[src/rtl/display_ctrl.sv]
// display_ctrl: binary-to-seven-segment frame front-end with strobe/busy handshake; LEADING_ZERO_BLANK_EN blanks decimal leading zeros
module display_ctrl #(
  parameter int DATA_W = 16,
  parameter int N_DIGITS = 4,
  parameter int REFRESH_CYCLES = 4000
) (
  input  logic                  clk_i,
  input  logic                  sync_reset_i,
  input  logic [DATA_W-1:0]     data_i,
  input  logic                  mode_i,
  output logic [8*N_DIGITS-1:0] digits_o,
  output logic                  disp_strobe_o,
  input  logic                  busy_i,
  output logic                  busy_o,
  output logic                  frame_done_o,
  output logic                  ovf_o
);
  localparam int BW = 4*N_DIGITS;
  localparam logic [7:0] SEG0 = 8'h3F;
  typedef enum logic [2:0] {IDLE, CONVERT, LOAD, TX_REQ, TX_WAIT, HOLD} state_t;
  state_t r_state, w_next;
  logic [DATA_W-1:0] r_snap, r_bin;
  logic r_mode, r_acc, r_ovf, r_done;
  logic [BW-1:0] r_bcd, r_nib, w_adj, w_bcd_nx, w_hex;
  logic [5:0] r_cnt;
  logic [31:0] r_ref, w_ext;
  logic [8*N_DIGITS-1:0] r_digits, w_seg;
  logic w_dec_ovf, w_hex_ovf, w_conv_done, w_changed;
  function automatic logic [7:0] seg(input logic [3:0] n);
    case (n)
      4'h0: seg = 8'h3F;
      4'h1: seg = 8'h06;
      4'h2: seg = 8'h5B;
      4'h3: seg = 8'h4F;
      4'h4: seg = 8'h66;
      4'h5: seg = 8'h6D;
      4'h6: seg = 8'h7D;
      4'h7: seg = 8'h07;
      4'h8: seg = 8'h7F;
      4'h9: seg = 8'h6F;
      4'hA: seg = 8'h77;
      4'hB: seg = 8'h7C;
      4'hC: seg = 8'h39;
      4'hD: seg = 8'h5E;
      4'hE: seg = 8'h79;
      default: seg = 8'h71;
    endcase
  endfunction
  always_comb begin
    w_adj = r_bcd;
    for (int i = 0; i < N_DIGITS; i++)
      w_adj[4*i+:4] = r_bcd[4*i+:4] > 4'd4 ? r_bcd[4*i+:4] + 4'd3 : r_bcd[4*i+:4];
  end
  assign w_bcd_nx = {w_adj[BW-2:0], r_bin[DATA_W-1]};
  assign w_dec_ovf = r_acc | w_adj[BW-1];
  assign w_ext = 32'(r_snap);
  assign w_hex = w_ext[BW-1:0];
  assign w_hex_ovf = |(w_ext >> BW);
  assign w_conv_done = !r_mode || r_cnt == 6'(DATA_W-1);
  assign w_changed = data_i != r_snap || mode_i != r_mode;
  always_comb begin
`ifdef LEADING_ZERO_BLANK_EN
    logic v_lead;
    v_lead = r_mode && !r_ovf;
`endif
    w_seg = '0;
    for (int i = 0; i < N_DIGITS; i++) begin
      w_seg[8*i+:8] = seg(r_nib[4*(N_DIGITS-1-i)+:4]);
`ifdef LEADING_ZERO_BLANK_EN
      v_lead = v_lead && r_nib[4*(N_DIGITS-1-i)+:4] == 4'd0 && i != N_DIGITS-1;
      if (v_lead) w_seg[8*i+:8] = 8'h00;
`endif
    end
  end
  always_ff @(posedge clk_i) r_state <= sync_reset_i ? IDLE : w_next;
  always_comb begin
    w_next = r_state;
    case (r_state)
      IDLE:    w_next = CONVERT;
      CONVERT: w_next = w_conv_done ? LOAD : CONVERT;
      LOAD:    w_next = TX_REQ;
      TX_REQ:  w_next = busy_i ? TX_WAIT : TX_REQ;
      TX_WAIT: w_next = busy_i ? TX_WAIT : HOLD;
      HOLD:    w_next = (w_changed || r_ref == 32'(REFRESH_CYCLES-1)) ? IDLE : HOLD;
      default: w_next = IDLE;
    endcase
  end
  always_comb begin
    busy_o = r_state != IDLE && r_state != HOLD;
    disp_strobe_o = r_state == TX_REQ;
  end
  always_ff @(posedge clk_i) begin
    if (sync_reset_i) begin
      r_digits <= {N_DIGITS{SEG0}};
      r_ovf <= 1'b0;
      r_done <= 1'b0;
      r_ref <= '0;
    end else begin
      r_done <= r_state == TX_WAIT && !busy_i;
      r_ref <= r_state == HOLD ? r_ref + 32'd1 : '0;
      if (r_state == IDLE) begin
        r_snap <= data_i;
        r_mode <= mode_i;
        r_bin <= data_i;
        r_bcd <= '0;
        r_acc <= 1'b0;
        r_cnt <= '0;
      end
      if (r_state == CONVERT) begin
        r_bin <= r_bin << 1;
        r_bcd <= w_bcd_nx;
        r_acc <= w_dec_ovf;
        r_cnt <= r_cnt + 6'd1;
        if (w_conv_done) begin
          r_ovf <= r_mode ? w_dec_ovf : w_hex_ovf;
          r_nib <= r_mode ? (w_dec_ovf ? {N_DIGITS{4'h9}} : w_bcd_nx) : (w_hex_ovf ? '1 : w_hex);
        end
      end
      if (r_state == LOAD) r_digits <= w_seg;
    end
  end
  assign digits_o = r_digits;
  assign frame_done_o = r_done;
  assign ovf_o = r_ovf;
endmodule
[config.mk]
export PLATFORM = sky130hd
export DESIGN_NAME = display_ctrl
export DESIGN_NICKNAME = d
export VERILOG_FILES = /design/src/rtl/display_ctrl.sv
export SDC_FILE = /design/constraint.sdc
export NUM_CORES = 1
export LEC_CHECK = 0
export BUFFER_PORTS_ARGS = -buffer_cell sky130_fd_sc_hd__buf_4
export CAP_MARGIN = 20
export CORE_MARGIN = 2
export CORE_UTILIZATION = 60
export DETAILED_ROUTE_END_ITERATION = 6
export HOLD_SLACK_MARGIN = 0.12
export PLACE_DENSITY = 0.83
export SETUP_SLACK_MARGIN = 0.2
export SLEW_MARGIN = 40
export SYNTH_ARGS = -nofsm -noshare
export SYNTH_HDL_FRONTEND = slang
export SYNTH_SLANG_ARGS = --single-unit
[constraint.sdc]
create_clock -name clk_i -period 4.5 [get_ports clk_i]
set_clock_uncertainty 0.15 [all_clocks]
set_input_delay 0.225 -clock clk_i [delete_from_list [all_inputs] [get_ports clk_i]]
set_output_delay 0.225 -clock clk_i [all_outputs]
set_load 0.02 [all_outputs]
==> impl_metrics.yaml, run 1 <==
worst_hold_path:
  hold_class: "flop to flop"
run:
  maxCapViolCount: 0
sta:
  setup_viol: 0
  min_period_ps: 2270
  maxSlewHeadroom_pct: 50.8
  slew_violations: 0
  fmax_ghz: 0.440
  tightest_slew_ps: 735
  hold_viol: 0
  rsz0062_at_grt: "false"
  min_period_over_period_pct: 50.5
  final.setup.tns_ps: 0
critical_path:
  cp_common_cell: "o21ai_0"
  setup.worst_path.end_class: "flop"
  path_class: "flop to flop"
  cp_slowest_cell: "a211oi_4"
  crit_arrival_ps: 2370
  max_stage_delay_ps: 660
  path_max_fanout: 18
  path_buf_inv: 0
  cp-start-kind: "flop"
  path_delay_family: "compound AO/OA/AOI/OAI gates"
  worstPathCellList: "o21ai_0 -> nor3_1 -> a211oi_4 -> nand3_1 -> o21ai_0"
  required_ps: 4600
pwr:
  ir_drop_uv: 338
  power_density_mw_per_mm2: 408
  leakage_nw: 3.22
finish:
  drive_gt1_share_pct: 15.2
  post-route-cell-area_mm2: 0.00826
  fillers: 803
  areaGrowthSynthToFinish_pct: 17.4
  seq_area_mm2: 0.00346
  antennaDiodeCount: 0
  final_nets: 821
  multi_input_area_mm2: 0.00324
clock_tree:
  clock-sinks: 137
  cts_tree: "yes"
  numCtsBuffers: 17
  clk_pin_slew_ps: 60
  clockBufferDepth: 2
  clock_latency_ps: 430
  post_cts_buffers: 0
  cts.htree.levels: 4
  root_buffer: "clkbuf_16"
synth:
  synthFlopType: "edfxtp_1"
  yosysUniqueCellTypes: 60
  synth_common_cells: "90 x nor2_1, 72 x edfxtp_1, 71 x nand2_1, 65 x dfxtp_1, 45 x inv_1"
  synth_top_area_share_pct: 30.7
  yosysSeqAreaShare_pct: 49.2
  yosysTopAreaCell: "edfxtp_1"
  yosys_warnings: 0
  yosysMostFrequentCell: "nor2_1"
  synth_area_mm2: 0.00703
  avgSynthCellArea_um2: 9.96
  yosys_register_bits: 137
  ys_async_sr_fraction_pct: 0
  synth_edf_count: 72
  syn_inst: 706
  synth_area_leaders: "edfxtp_1 31%, dfxtp_1 18%, ha_1 6.8%, nor2_1 4.8%, xnor2_1 4.1%"
global_routing:
  grt-ovfl-total: 0
  antenna_found_initial: 0
  track_usage_pct: 24.0
  grt_pass1_wl_mm: 24.3
  grt_pass1_vias: 5090
  grt_start_max_net_pins: 57
routing:
  ant_nets: 0
  drc_errors: 0
  via_per_inst: 5.82
  finalWirelength_mm: 14.6
  dr.pass1.iters: 5
  vias: 5352
  initialDrtViolationCount: 476
  wl_per_cell_um: 15.9
placed_design:
  dpl_cell_area_mm2: 0.00749
  port_buffers: 51
  gp_congestion: 0.873
  place_hpwl_mm: 9.86
floorplanning:
  fp.dieArea_mm2: 0.0126
  rows: 39
  initial_core_util_pct: 61.6
  io_pins: 56
  die-height_um: 112
  coreArea_mm2: 0.0114
  die_w_um: 112
status:
  status: "complete, no violations"
-- timing repair --
item	4_1_cts	5_1_grt
endpoints found under the hold margin	41	0
hold buffers	19	0
resized for setup	0	0
-- cell usage in the layout (no fill, tap or decap), types with 17 or more instances in the layout --
| cell | netlist | routed |
|---|---|---|
| inv_1 | 45 | 45 |
| clkbuf_16 | 0 | 17 |
| a21oi_1 | 23 | 23 |
| o21ai_0 | 19 | 19 |
| nand2_1 | 71 | 70 |
| buf_4 | 5 | 56 |
| nor2_1 | 90 | 90 |
| dfxtp_1 | 65 | 65 |
| xor2_1 | 22 | 22 |
| ha_1 | 38 | 38 |
| xnor2_1 | 33 | 33 |
| a211o_1 | 20 | 20 |
| nand3_1 | 22 | 22 |
| edfxtp_1 | 72 | 72 |
| dlygate4sd3_1 | 0 | 19 |
-- logic make-up (layout without fill, tap and decap cells) --
family	Yosys count	count (layout)	synth area share [%]
other cells	1	4	0.0533
flops	137	137	49.2
simple gates	266	266	18.6
buf+inv	87	154	5.14
fa+ha+maj	38	38	6.76
xor+xnor	55	55	6.85
compound gates	111	111	11.0
mux	11	11	2.33
-- per-stage QoR --
| step | setup WS, ps | util (%) | hold slack, ps | std cells | total power [mW] |
|---|---|---|---|---|---|
| 3_3_place_gp | 2250 | 65.4 | 284 | 867 | 1.98 |
| 2_1_floorplan | 592 | - | 174 | 709 | 1.86 |
| 4_1_cts | 2250 | 72.3 | 314 | 919 | 3.38 |
| 5_1_grt | 2130 | 72.3 | 327 | 919 | 3.50 |
| 3_5_place_dp | 2280 | 65.6 | 283 | 868 | 2.02 |
| 6_report | 2230 | 72.3 | 310 | 919 | 3.37 |
-- final timing paths --
path | endpoint | cells past startpoint | from | slack (ps)
worst max register to register | r_nib[1] | 5 | r_bcd[12] | 2230
worst min-delay path | digits_o[18] | 1 | digits_o[18] | 310
worst min register to register | digits_o[18] | 1 | digits_o[18] | 310
worst max-delay path | r_nib[1] | 5 | r_bcd[12] | 2230
-- layout make-up --
type                    instances  area share [%]
clock buffers                  19            5.48
repair buffers                 76            7.53
inverters                      46            2.09
clock inverters                13            1.55
multi-input cells             485            39.3
well taps                     143            2.17
flip-flops and latches        137            41.9
-- metal layers --
metal,global-route usage (%),routed length [um],vias up
met3,5.51,791,18
met5,0,0,-
li1,-,-,2571
met4,9.92,238,0
met2,39.8,7130,179
met1,30.5,6470,2584
-- power by group --
group / total [mW] / internal (mW) / switching [mW]
logic: 0.491 / 0.198 / 0.293
clock network: 1.36 / 0.836 / 0.526
registers: 1.52 / 1.44 / 0.0767
-- registers in the layout (all words and copies together), names as in the netlist, 3 cells and up --
signal and flops:
r_ref 32, digits_o 28, r_bcd 16, r_bin 16, r_nib 16, r_snap 16, r_cnt 6, r_state 3
-- worst register-to-register path, delay by kind of cell, from the launching register on --
family / cells / cell delay, ps
simple gates: 2 / 330
flops: 1 / 420
compound gates: 3 / 1190
Note: power is estimated with default switching activity, not from simulation.
==> inputs of run 2 (changes only) <==
--- a/config.mk
+++ b/config.mk
@@ -5,6 +5,7 @@
 export SDC_FILE = /design/constraint.sdc
 export NUM_CORES = 1
 export LEC_CHECK = 0
+export ABC_AREA = 1
 export BUFFER_PORTS_ARGS = -buffer_cell sky130_fd_sc_hd__buf_4
 export CAP_MARGIN = 20
 export CORE_MARGIN = 2
==> constraint.sdc (replaced) <==
create_clock -name clk_i -period 2.35 [get_ports clk_i]
set_clock_uncertainty 0.15 [all_clocks]
set_input_delay 0.1175 -clock clk_i [delete_from_list [all_inputs] [get_ports clk_i]]
set_output_delay 0.1175 -clock clk_i [all_outputs]
set_load 0.02 [all_outputs]
==> run 2 against run 1 <==
Net effect:
- fmax grew 18%
- critical endpoint is now r_nib[6]
- global-route usage increased by 2.6 points
- sequential share of layout area fell by 1.8 points
- largest power group unchanged
- core utilization is 0.11 points lower
- total power rose by 96%
- via count up 19%
- final cell count grew 26%
- worst hold slack got worse by 24 ps
- die area rose by 4.0%
- count of clock-buffer cells in the layout rose by 1
- combinational power increased by 110%
==> impl_metrics.yaml, run 2 <==
critical_path:
  path_max_fanout: 4
  path_class: "flop to flop"
  worstPathCellList: "inv_1 -> ha_1 -> nor2_1 -> nor2_1 -> nor2_1 -> a21oi_1 -> o22ai_1"
  cp_common_cell: "nor2_1"
  max_stage_delay_ps: 410
  required_ps: 2360
  cp-start-kind: "flop"
  crit_arrival_ps: 1920
  cp_slowest_cell: "edfxtp_1"
  path_delay_family: "simple AND/OR/NAND/NOR gates"
  path_buf_inv: 1
  setup.worst_path.end_class: "flop"
synth:
  yosysTopAreaCell: "edfxtp_1"
  yosysSeqAreaShare_pct: 47.3
  synth_top_area_share_pct: 29.5
  synth_edf_count: 72
  synthFlopType: "edfxtp_1"
  ys_async_sr_fraction_pct: 0
  yosysUniqueCellTypes: 38
  synth_area_mm2: 0.00733
  synth_common_cells: "203 x nand2_1, 128 x nor2_1, 111 x inv_1, 76 x o21ai_0, 74 x a21oi_1"
  yosys_warnings: 0
  yosysMostFrequentCell: "nand2_1"
  avgSynthCellArea_um2: 7.94
  syn_inst: 923
  synth_area_leaders: "edfxtp_1 29%, dfxtp_1 18%, nand2_1 10%, nor2_1 6.6%, ha_1 6.5%"
  yosys_register_bits: 137
sta:
  final.setup.tns_ps: 0
  maxSlewHeadroom_pct: 64.2
  layout_setup_ws_ps: 432
  setup_viol: 0
  min_period_over_period_pct: 81.6
  slew_violations: 0
  fmax_ghz: 0.521
  min_period_ps: 1920
  rsz0062_at_grt: "false"
  hold_viol: 0
  tightest_slew_ps: 538
pwr:
  switchingPower_mw: 1.82
  power_density_mw_per_mm2: 764
  leakage_nw: 3.50
  clkPwrFrac_pct: 40.5
  ir_drop_uv: 608
  combPwrFrac_pct: 15.6
  seq_power_share_pct: 43.9
  fin_total_pwr_mw: 6.60
  intPower_mw: 4.77
  switching_share_pct: 27.6
global_routing:
  grt-ovfl-total: 0
  track_usage_pct: 26.5
  antenna_found_initial: 0
  grt_pass1_vias: 5955
  grt_pass1_wl_mm: 27.4
  grt_start_max_net_pins: 40
finish:
  layout_common_cells: "203 x nand2_1, 127 x nor2_1, 111 x inv_1"
  final_nets: 1057
  areaGrowthSynthToFinish_pct: 17.9
  top_register: "r_ref"
  final_common_cell: "nand2_1"
  largest_register_ffs: 32
  drive_gt1_share_pct: 12.2
  antennaDiodeCount: 0
  post-route-util_pct: 72.2
clock_tree:
  clock-sinks: 137
  cts.htree.levels: 4
  root_buffer: "clkbuf_16"
  clock_latency_ps: 430
  cts-resized-gates: 0
  numCtsBuffers: 17
  cts_tree: "yes"
  clk_pin_slew_ps: 60
  clockBufferDepth: 2
routing:
  wl_per_cell_um: 14.1
  ant_nets: 0
  vias: 6384
  via_per_inst: 5.51
  initialDrtViolationCount: 704
  finalWirelength_mm: 16.4
  drc_errors: 0
  dr.pass1.iters: 6
status:
  status: "complete, no violations"
floorplanning:
  rows: 40
  die-height_um: 115
  io_pins: 56
  fp.dieArea_mm2: 0.0131
  die_w_um: 115
  coreArea_mm2: 0.0120
  initial_core_util_pct: 61.3
placed_design:
  gp_congestion: 0.968
  place_hpwl_mm: 11.4
  pre_cts_ws_ps: 474
  port_buffers: 51
worst_hold_path:
  hold_class: "input pin to flop"
run:
  maxCapViolCount: 0
## run 2: logic make-up (layout without fill, tap and decap cells)
logic type / Yosys count / after routing / share of synthesized area, %
AOI/OAI and AO/OA: 173 / 173 / 12.4
and+or+nand+nor: 414 / 414 / 23.8
xor gates and xnor gates: 17 / 17 / 2.03
buffers and inverters: 143 / 229 / 7.97
other: 1 / 4 / 0.0512
adders and majority gates: 38 / 38 / 6.49
DFF: 137 / 137 / 47.3
## run 2: final cells by class
class / count / area (um^2)
sequential: 137 / 3460
inverter: 117 / 439
fill: 925 / 3320
clock inverter: 12 / 140
tap: 147 / 184
multi-input combinational: 646 / 3310
timing repair buffer: 80 / 648
clock buffer: 20 / 457
## run 2: routing by layer
layer / part of all wire, % / track usage, % / up-vias
met4: 2.4 / 11.7 / 0
met1: 45 / 35.1 / 2921
met5: 0 / 0 / -
li1: - / - / 3155
met3: 6.6 / 5.51 / 37
met2: 46 / 42.2 / 271
## run 2: what timing repair did
item	in CTS	in global routing
endpoints found under the hold margin	46	0
hold buffers	19	0
setup endpoints to repair	0	0
buffers inserted	0	0
## run 2: stage by stage
step	cells	hold WS (ps)	area, um^2
after detailed placement	1108	169	7850
after global placement	1108	166	7850
final	1159	285	8640
after floorplan	926	66.4	7350
after CTS	1159	269	8640
after global routing	1159	284	8640
## run 2: power by group through the flow
stage | Sequential [mW] | Clock [mW] | Combinational, mW
finish | 2.90 | 2.67 | 1.03
global route | 2.92 | 2.81 | 1.15
CTS | 2.89 | 2.69 | 1.02
detailed placement | 2.94 | 0 | 0.985
global placement | 2.93 | 0 | 0.958
floorplan | 2.96 | 0 | 0.658
## run 2: final timing paths
path	start	endpoint	slack [ps]	cells past startpoint
min reg2reg	r_ref[0]	r_ref[0]	310	1
max reg2reg	r_bcd[4]	r_nib[6]	430	7
min	mode_i	r_mode	290	2
max	r_bcd[4]	r_nib[6]	430	7
==> inputs of run 3 (changes only) <==
==> constraint.sdc (replaced) <==
create_clock -name clk_i -period 1.8 [get_ports clk_i]
set_clock_uncertainty 0.15 [all_clocks]
set_input_delay 0.09 -clock clk_i [delete_from_list [all_inputs] [get_ports clk_i]]
set_output_delay 0.09 -clock clk_i [all_outputs]
set_load 0.02 [all_outputs]
==> run 3 against run 2 <==
Net effect:
- the run now ends with DRC, setup timing left
- largest cell class is now multi-input gates
- total power grew 50%
- worst hold slack lost 43 ps
- cell area grew 17%
- sequential share of layout area shrank 5.4 points
- count of clock-buffer cells in the layout shrank 1
- core utilization grew 12 points
==> impl_metrics.yaml, run 3 (synthesis gave the netlist of run 2 again) <==
finish:
  final_common_cell: "nand2_1"
  antennaDiodeCount: 0
  areaGrowthSynthToFinish_pct: 37.4
  drive_gt1_share_pct: 31.3
  layout_common_cells: "182 x nand2_1, 106 x buf_4, 97 x nor2_1"
  top_register: "r_ref"
  final_nets: 1120
  post-route-cell-area_mm2: 0.0101
  largest_register_ffs: 32
  fillers: 567
placed_design:
  place_hpwl_mm: 11.5
  dpl_cell_area_mm2: 0.00796
  port_buffers: 51
  gp_congestion: 0.935
pwr:
  power_density_mw_per_mm2: 983
  ir_drop_uv: 785
  leakage_nw: 4.05
clock_tree:
  clock_latency_ps: 440
  clk_pin_slew_ps: 60
  numCtsBuffers: 17
  root_buffer: "clkbuf_16"
  cts.htree.levels: 4
  clock-sinks: 137
  cts_tree: "yes"
  clockBufferDepth: 2
routing:
  vias: 7846
  dr.pass1.iters: 7
  ant_nets: 0
  drc_errors: 36
  wl_per_cell_um: 21.6
  finalWirelength_mm: 26.4
  via_per_inst: 6.42
  initialDrtViolationCount: 1657
critical_path:
  crit_arrival_ps: 1910
  regToRegStartpoint: "r_bcd[0]"
  path_class: "flop to flop"
  timing.reg2reg.setup_slack_ps: -110
  setup.worst_path.end_class: "flop"
  max_stage_delay_ps: 440
  path_delay_family: "flip-flops"
  worst-r2r-cell-count: 6
  rr_endpoint: "r_bcd[3]"
  cp_slowest_cell: "edfxtp_1"
  worstPathCellList: "inv_2 -> ha_4 -> o21ai_4 -> nand2_2 -> xor2_2 -> nor2_1"
  path_buf_inv: 1
  cp-start-kind: "flop"
  path_max_fanout: 5
  required_ps: 1800
sta:
  setup_viol: 24
  min_period_ps: 1910
  fin_worst_hold_slack_ps: 243
  fmax_ghz: 0.523
  slew_violations: 0
  min_period_over_period_pct: 106
  layout_setup_ws_ps: -111
  final.setup.tns_ps: -1150
  tightest_slew_ps: 616
  maxSlewHeadroom_pct: 58.9
  hold_viol: 0
  rsz0062_at_grt: "true"
status:
  violations: "DRC, setup timing"
  status: "finished with violations"
run:
  maxCapViolCount: 0
floorplanning:
  rows: 40
  io_pins: 56
  die-height_um: 115
  coreArea_mm2: 0.0120
  initial_core_util_pct: 61.3
  fp.dieArea_mm2: 0.0131
  die_w_um: 115
worst_hold_path:
  hold_depth: 2
  hold_class: "input pin to flop"
  worstHoldStart: "data_i[6]"
  hold_end: "r_snap[6]"
global_routing:
  antenna_found_initial: 0
  track_usage_pct: 30.1
  grt_start_max_net_pins: 40
  grt_pass1_vias: 6336
  grt_pass1_wl_mm: 30.8
  grt-ovfl-total: 0
run 3: changes by cell type in the layout (fill, tap and decap cells not counted), moves of 15 or more:
cell and delta:
buf_4 +45, dfxtp_1 -19, dfxtp_2 +15, inv_1 -23, inv_2 +19, nand2_1 -21, nor2_1 -30, nor2_2 +19
o21ai_0 -19
run 3: where the power goes:
part | internal [mW] | switching (mW) | total [mW]
registers | 3.63 | 0.211 | 3.84
logic | 0.858 | 1.39 | 2.25
clock network | 2.33 | 1.47 | 3.81
total | 6.82 | 3.08 | 9.89
run 3: layout make-up:
| class | count | area (um^2) | share of cell area (%) |
|---|---|---|---|
| tap | 147 | 184 | 1.83 |
| inverter | 117 | 464 | 4.61 |
| clock buffer | 19 | 433 | 4.30 |
| clock inverter | 13 | 193 | 1.91 |
| multi-input combinational | 647 | 4050 | 40.2 |
| sequential | 137 | 3500 | 34.7 |
| timing repair buffer | 142 | 1250 | 12.4 |
run 3: per-layer routing:
layer	GRT usage [%]	part of all wire (%)
met1	37.4	35
met2	50.0	46
met5	0	0
met3	6.67	11
met4	14.1	8.1
run 3: what timing repair did:
| item | CTS | global route |
|---|---|---|
| endpoints found under the setup margin | 60 | 136 |
| pin swaps | 23 | 43 |
| setup buffers | 22 | 34 |
| gates cloned | 1 | 1 |
| endpoints found under the hold margin | 46 | 0 |
| gates resized for setup | 70 | 165 |
| hold buffers | 19 | 0 |
run 3: metrics by stage:
step	std cells	setup WS [ps]	power, mW	utilization (%)
after floorplan	926	-132	4.75	-
after global placement	1113	63.2	5.12	66.5
after detailed placement	1113	38.7	5.16	66.5
after CTS	1187	55.3	9.12	77.1
after global routing	1222	-196	10.1	84.2
final	1222	-111	9.89	84.2
run 3: worst max-delay path by stage:
stage	start	slack, ps	depth (start not counted)	to
global placement	r_state[0]	60	6	r_state[0]
global route	r_state[0]	-200	7	r_state[0]
finish	r_bcd[0]	-110	6	r_bcd[3]
CTS	r_cnt[0]	60	9	r_nib[13]
floorplan	sync_reset_i	-130	3	r_acc
detailed placement	r_state[0]	40	6	r_state[0]
